## config.mk

```make
export PLATFORM = sky130hd
export DESIGN_NAME = cursor_datapath
export DESIGN_NICKNAME = d
export VERILOG_FILES = /design/src/rtl/cursor_datapath.sv
export SDC_FILE = /design/constraint.sdc
export NUM_CORES = 1
export LEC_CHECK = 0
export CAP_MARGIN = 20
export CORE_UTILIZATION = 45
export CTS_CLUSTER_DIAMETER = 120
export CTS_CLUSTER_SIZE = 12
export DETAILED_ROUTE_END_ITERATION = 16
export PLACE_DENSITY = 0.65
export SKIP_CTS_REPAIR_TIMING = 1
export SYNTH_ARGS = -nofsm -noshare
export SYNTH_HDL_FRONTEND = slang
export SYNTH_SLANG_ARGS = --single-unit
```

## constraint.sdc

```tcl
create_clock -name clk -period 4.2 [get_ports clk]
set_input_delay 0.84 -clock clk [delete_from_list [all_inputs] [get_ports clk]]
set_output_delay 0.84 -clock clk [all_outputs]
set_load 0.05 [all_outputs]
```

## src/rtl/cursor_datapath.sv

```systemverilog
// X/Y cursor position datapath: synchronised active-low buttons drive
// stepped moves inside a W x H canvas, with hold-to-repeat and home.
module cursor_datapath #(
    parameter int X_MAX         = 160,
    parameter int Y_MAX         = 120,
    parameter int COORD_W       = 8,
    parameter int STEP_W        = 4,
    parameter int TIMER_W       = 26,
    parameter int REPEAT_DELAY  = 25000000,
    parameter int REPEAT_PERIOD = 5000000
) (
    input  logic               clk,
    input  logic               reset,
    input  logic               en,
    input  logic [3:0]         key_n,
    input  logic               wrap_mode,
    input  logic               home,
    input  logic [STEP_W-1:0]  step,
    output logic [COORD_W-1:0] xpos,
    output logic [COORD_W-1:0] ypos,
    output logic               moved
);

    localparam logic [1:0] S_IDLE   = 2'd0;
    localparam logic [1:0] S_DELAY  = 2'd1;
    localparam logic [1:0] S_REPEAT = 2'd2;

    localparam logic [COORD_W:0]   LP_XLIM    = (COORD_W+1)'(X_MAX);
    localparam logic [COORD_W:0]   LP_YLIM    = (COORD_W+1)'(Y_MAX);
    localparam logic [COORD_W-1:0] LP_XHOME   = COORD_W'(X_MAX / 2);
    localparam logic [COORD_W-1:0] LP_YHOME   = COORD_W'(Y_MAX / 2);
    localparam logic [TIMER_W-1:0] LP_DLY_END = TIMER_W'(REPEAT_DELAY - 1);
    localparam logic [TIMER_W-1:0] LP_PER_END = TIMER_W'(REPEAT_PERIOD - 1);

    logic [3:0]         r_sync1;
    logic [3:0]         r_sync2;
    logic [3:0]         r_prev_dir;
    logic [1:0]         r_state;
    logic [TIMER_W-1:0] r_timer;
    logic [COORD_W-1:0] r_xpos;
    logic [COORD_W-1:0] r_ypos;
    logic               r_moved;

    logic [3:0]         w_pressed;
    logic [3:0]         w_dir;
    logic               w_active;
    logic               w_do_step;
    logic [1:0]         w_state_nxt;
    logic [TIMER_W-1:0] w_timer_nxt;
    logic [COORD_W:0]   w_step_ext;
    logic [COORD_W-1:0] w_x_nxt;
    logic [COORD_W-1:0] w_y_nxt;

    // One axis move; intermediates are one bit wider so p+step never overflows.
    function automatic logic [COORD_W-1:0] f_axis(
        input logic [COORD_W-1:0] pos,
        input logic               inc,
        input logic               dec,
        input logic [COORD_W:0]   stp,
        input logic [COORD_W:0]   lim,
        input logic               wrap
    );
        logic [COORD_W:0] p;
        logic [COORD_W:0] sum;
        logic [COORD_W:0] res;
        p   = {1'b0, pos};
        sum = p + stp;
        res = p;
        if (inc) begin
            if (sum >= lim) res = wrap ? (sum - lim) : (lim - 1'b1);
            else            res = sum;
        end else if (dec) begin
            if (p < stp) res = wrap ? (p + lim - stp) : '0;
            else         res = p - stp;
        end
        return COORD_W'(res);
    endfunction

    always_comb begin
        w_pressed  = ~r_sync2;
        w_dir      = {w_pressed[0] & ~w_pressed[1], w_pressed[1] & ~w_pressed[0],
                      w_pressed[2] & ~w_pressed[3], w_pressed[3] & ~w_pressed[2]};
        w_active   = |w_dir;
        w_step_ext = (COORD_W+1)'(step);
        w_x_nxt    = f_axis(r_xpos, w_dir[3], w_dir[2], w_step_ext, LP_XLIM, wrap_mode);
        w_y_nxt    = f_axis(r_ypos, w_dir[1], w_dir[0], w_step_ext, LP_YLIM, wrap_mode);
    end

    always_comb begin
        w_do_step   = 1'b0;
        w_state_nxt = S_IDLE;
        w_timer_nxt = '0;
        if (en && w_active) begin
            case (r_state)
                S_IDLE: begin
                    w_do_step   = 1'b1;
                    w_state_nxt = S_DELAY;
                end
                S_DELAY, S_REPEAT: begin
                    if (w_dir != r_prev_dir) begin
                        w_do_step   = 1'b1;
                        w_state_nxt = S_DELAY;
                    end else if (r_timer == ((r_state == S_DELAY) ? LP_DLY_END : LP_PER_END)) begin
                        w_do_step   = 1'b1;
                        w_state_nxt = S_REPEAT;
                    end else begin
                        w_state_nxt = r_state;
                        w_timer_nxt = r_timer + 1'b1;
                    end
                end
                default: w_state_nxt = S_IDLE;
            endcase
        end
    end

    always_ff @(posedge clk or posedge reset) begin
        if (reset) begin
            r_sync1    <= '1;
            r_sync2    <= '1;
            r_prev_dir <= '0;
            r_state    <= S_IDLE;
            r_timer    <= '0;
            r_xpos     <= '0;
            r_ypos     <= '0;
            r_moved    <= 1'b0;
        end else begin
            r_sync1    <= key_n;
            r_sync2    <= r_sync1;
            r_prev_dir <= w_dir;
            if (home) begin
                r_state <= S_IDLE;
                r_timer <= '0;
                r_xpos  <= LP_XHOME;
                r_ypos  <= LP_YHOME;
                r_moved <= 1'b0;
            end else begin
                r_state <= w_state_nxt;
                r_timer <= w_timer_nxt;
                r_moved <= w_do_step && ((w_x_nxt != r_xpos) || (w_y_nxt != r_ypos));
                if (w_do_step) begin
                    r_xpos <= w_x_nxt;
                    r_ypos <= w_y_nxt;
                end
            end
        end
    end

    assign xpos  = r_xpos;
    assign ypos  = r_ypos;
    assign moved = r_moved;

endmodule

```

==> impl_metrics.json <==
{
  "crit_path_cell_trace": "clkdlybuf4s50_1 > inv_1 > ha_1 > ha_1 > fa_1 > nor2b_1 > buf_4 > o211ai_1 > a21oi_1 > nand3b_1 > and3_1 > or4_1 > a211oi_1 > and4_1 > a311oi_1",
  "input_output_buffers": 29,
  "worst-setup-path-type": "in -> reg",
  "synth_seq_cells": 57,
  "count_of_nets_left_with_antenna_violations_after_detail_routing": 0,
  "firstDrtPassIters": 5,
  "cpPeakStageDelay_ns": 0.47,
  "grt_use_total": 0.278,
  "cts_inserted_buffers": 9,
  "synth_async_sr_flop_share": 1.00,
  "run_status": "complete, no violations",
  "core-area_um2": 12600,
  "crit_path_start_kind": "input port",
  "vdd_ir_drop_max_mv": 0.376,
  "clk_transition_reported_paths_ns": 0.05,
  "ys_top_cells_by_count": "70 x sky130_fd_sc_hd__nor2_1, 64 x sky130_fd_sc_hd__nand2_1, 54 x sky130_fd_sc_hd__inv_1",
  "report.final.slew_viol_count": 0,
  "post_synth_inst_count": 722,
  "layout-drive-gt1-share": 0.178,
  "placement.cell_area_um2": 6850,
  "hold_ws_ns": 0.355,
  "synth.yosys.warnings": 0,
  "detail_route.vias_per_cell": 5.95,
  "p_total_mw": 2.18,
  "power-per-cell-area_nw_per_um2": 303,
  "detailed_place_hpwl_um": 13500,
  "clkSinkCount": 57,
  "maximum_number_of_pins_on_one_net_before_global_route_repair": 53,
  "finalCoreUtilization": 0.573,
  "post_synth_num_cell_types": 89,
  "share_of_the_cycle_needed_by_the_critical_path_after_routing": 0.962,
  "critical_path_required_ns": 4.39,
  "worst_skew_pair_latency_ns": 0.32,
  "max_cap_violations": 0,
  "die_y_um": 115,
  "synthesis.area_um2": 5800,
  "rows": 41,
  "initial_core_util": 0.461,
  "grt_pass1_wl_um": 28900,
  "syn_nets": 783,
  "antenna_found_initial": 0,
  "n_antenna_cell": 0,
  "initialDrtViolationCount": 582,
  "clock_tree.buffer_depth": 2,
  "netlist.area_leader.share": 0.212,
  "max-slew-margin-rel": 0.461,
  "fp.dieArea_um2": 13300,
  "worstHoldPathType": "reg -> reg",
  "finalHoldViolations": 0,
  "achievable-frequency_mhz": 247,
  "cts_tree": "built",
  "post-route-drc-count": 0,
  "design.portCount": 30,
  "design_area_um2": 7200,
  "wire_per_inst_um": 17.7,
  "critical_path_peak_fanout": 3,
  "yosys-top-cells-area": "sky130_fd_sc_hd__dfrtp_1 21%, sky130_fd_sc_hd__ha_1 8.2%, sky130_fd_sc_hd__nor2_1 4.5%, sky130_fd_sc_hd__nand2_1 4.1%, sky130_fd_sc_hd__a21oi_1 3.6%",
  "syn_to_layout_area_delta_pct": 24.2,
  "cts_max_level": 3,
  "avgSynthCellArea_um2": 8.03,
  "cpMaxStageDelayCell": "sky130_fd_sc_hd__clkdlybuf4s50_1",
  "pin_slew_with_the_least_headroom_to_its_limit_ns": 0.808,
  "setup-violations-final": 0,
  "synth-edff-count": 0,
  "grt_pass1_vias": 5792,
  "final_net_count": 883,
  "synthFlopType": "sky130_fd_sc_hd__dfrtp_1",
  "chipWidth_um": 115,
  "arrival_ns": 4.23,
  "vias": 5947,
  "postRouteWirelength_um": 17700,
  "critical_path.most_common_cell": "sky130_fd_sc_hd__ha_1",
  "critical_path.endpoint_type": "flop",
  "globalRoute.totalOverflow": 0,
  "clock-skew-final_ns": 0.00606,
  "leakage_nw": 3.07,
  "period_minus_slack_ns": 4.04,
  "gp_congestion": 0.921,
  "clock_tree.root_cell": "sky130_fd_sc_hd__clkbuf_16",
  "synth.most_common_cell": "sky130_fd_sc_hd__nor2_1",
  "synth.yosys.seq_area_share": 0.248,
  "synth.largest_area_cell": "sky130_fd_sc_hd__dfrtp_1"
}
==> layout make-up <==
class                   count  area [um^2]
clock buffers              10          229
clock inverters             6         82.6
fillers                  1170         5370
inverters                  55          206
multi-input cells         575         4010
flip-flops and latches     57         1440
well taps                 172          215
repair buffers            124         1020
==> sequential cells by signal (all words and copies together) (netlist names) <==
| signal | cells |
|---|---|
| r_timer | 26 |
| xpos | 8 |
| ypos | 8 |
| r_prev_dir | 4 |
| r_sync1 | 4 |
| r_sync2 | 4 |
| r_state | 2 |
| moved | 1 |
==> metrics by stage <==
step | setup TNS (ns) | std cells | worst slack (ns)
floorplan | 0 | 722 | 0.546
global placement | -0.133 | 981 | -0.133
detailed placement | -0.182 | 981 | -0.182
CTS | 0 | 997 | 0.138
global route | -0.0117 | 999 | -0.0117
finish | 0 | 999 | 0.159
==> critical path: cells and delay by family <==
family / cells / cell delay [ns]
adders and majority gates: 3 / 0.91
AOI/OAI and AO/OA: 4 / 0.60
and+or+nand+nor: 5 / 1.22
buffers and inverters: 3 / 0.65
==> metal layers <==
metal / part of all wire / vias up / GRT usage
met5: 0 / - / 0
met4: 0.026 / 0 / 0.101
met3: 0.071 / 36 / 0.0356
met2: 0.45 / 257 / 0.439
met1: 0.45 / 2807 / 0.391
li1: - / 2847 / -
==> report_power, final <==
part	internal, mW	switching, mW
clock network	0.515	0.249
registers	0.571	0.0341
logic	0.348	0.460
==> path summary, 6_finish.rpt <==
kind                                 start    endpoint  slack (ns)  cells past startpoint
worst max-delay path               step[1]       moved        0.16                     15
worst min-delay path            r_sync1[1]  r_sync2[1]        0.36                      0
worst max register to register     xpos[0]       moved        0.58                     14
worst min register to register  r_sync1[1]  r_sync2[1]        0.36                      0
max in group asynchronous            reset  r_sync1[2]        2.74                      3
min in group asynchronous            reset  r_timer[2]        0.89                      2
==> cell families after synthesis <==
kind of cell	after synthesis	share of synthesized area
simple gates	276	0.243
compound gates	204	0.256
buf+inv	90	0.0617
flops	57	0.248
fa+ha+maj	48	0.117
xor+xnor	39	0.0589
mux	8	0.0158
==> cell usage in the layout, fill, tap and decap left out, types with 4 or more instances in the layout <==
cell type	count
sky130_fd_sc_hd__inv_1	53
sky130_fd_sc_hd__fa_1	10
sky130_fd_sc_hd__clkdlybuf4s50_1	28
sky130_fd_sc_hd__a21oi_1	42
sky130_fd_sc_hd__nand2b_1	7
sky130_fd_sc_hd__nor4_1	9
sky130_fd_sc_hd__nand3_1	29
sky130_fd_sc_hd__o22ai_1	4
sky130_fd_sc_hd__nor2_1	70
sky130_fd_sc_hd__nand2_1	64
sky130_fd_sc_hd__o2111ai_1	6
sky130_fd_sc_hd__a2111oi_0	4
sky130_fd_sc_hd__a211oi_1	10
sky130_fd_sc_hd__mux2i_1	4
sky130_fd_sc_hd__and3_1	20
sky130_fd_sc_hd__a41oi_1	4
sky130_fd_sc_hd__ha_1	38
sky130_fd_sc_hd__o221ai_1	5
sky130_fd_sc_hd__nor2b_1	16
sky130_fd_sc_hd__clkbuf_16	9
sky130_fd_sc_hd__or3_1	11
sky130_fd_sc_hd__nand4_1	12
sky130_fd_sc_hd__xor2_1	15
sky130_fd_sc_hd__and2_1	5
sky130_fd_sc_hd__a211o_1	7
sky130_fd_sc_hd__nor3_1	8
sky130_fd_sc_hd__dfstp_2	8
sky130_fd_sc_hd__a31oi_1	7
sky130_fd_sc_hd__buf_4	94
sky130_fd_sc_hd__o31ai_1	4
sky130_fd_sc_hd__dfrtp_1	49
sky130_fd_sc_hd__a221oi_1	4
sky130_fd_sc_hd__o211ai_1	13
sky130_fd_sc_hd__xnor2_1	24
sky130_fd_sc_hd__nor3b_1	4
sky130_fd_sc_hd__a311oi_1	4
sky130_fd_sc_hd__o21ai_0	39
No activity file was read; power rests on OpenSTA's default activity.
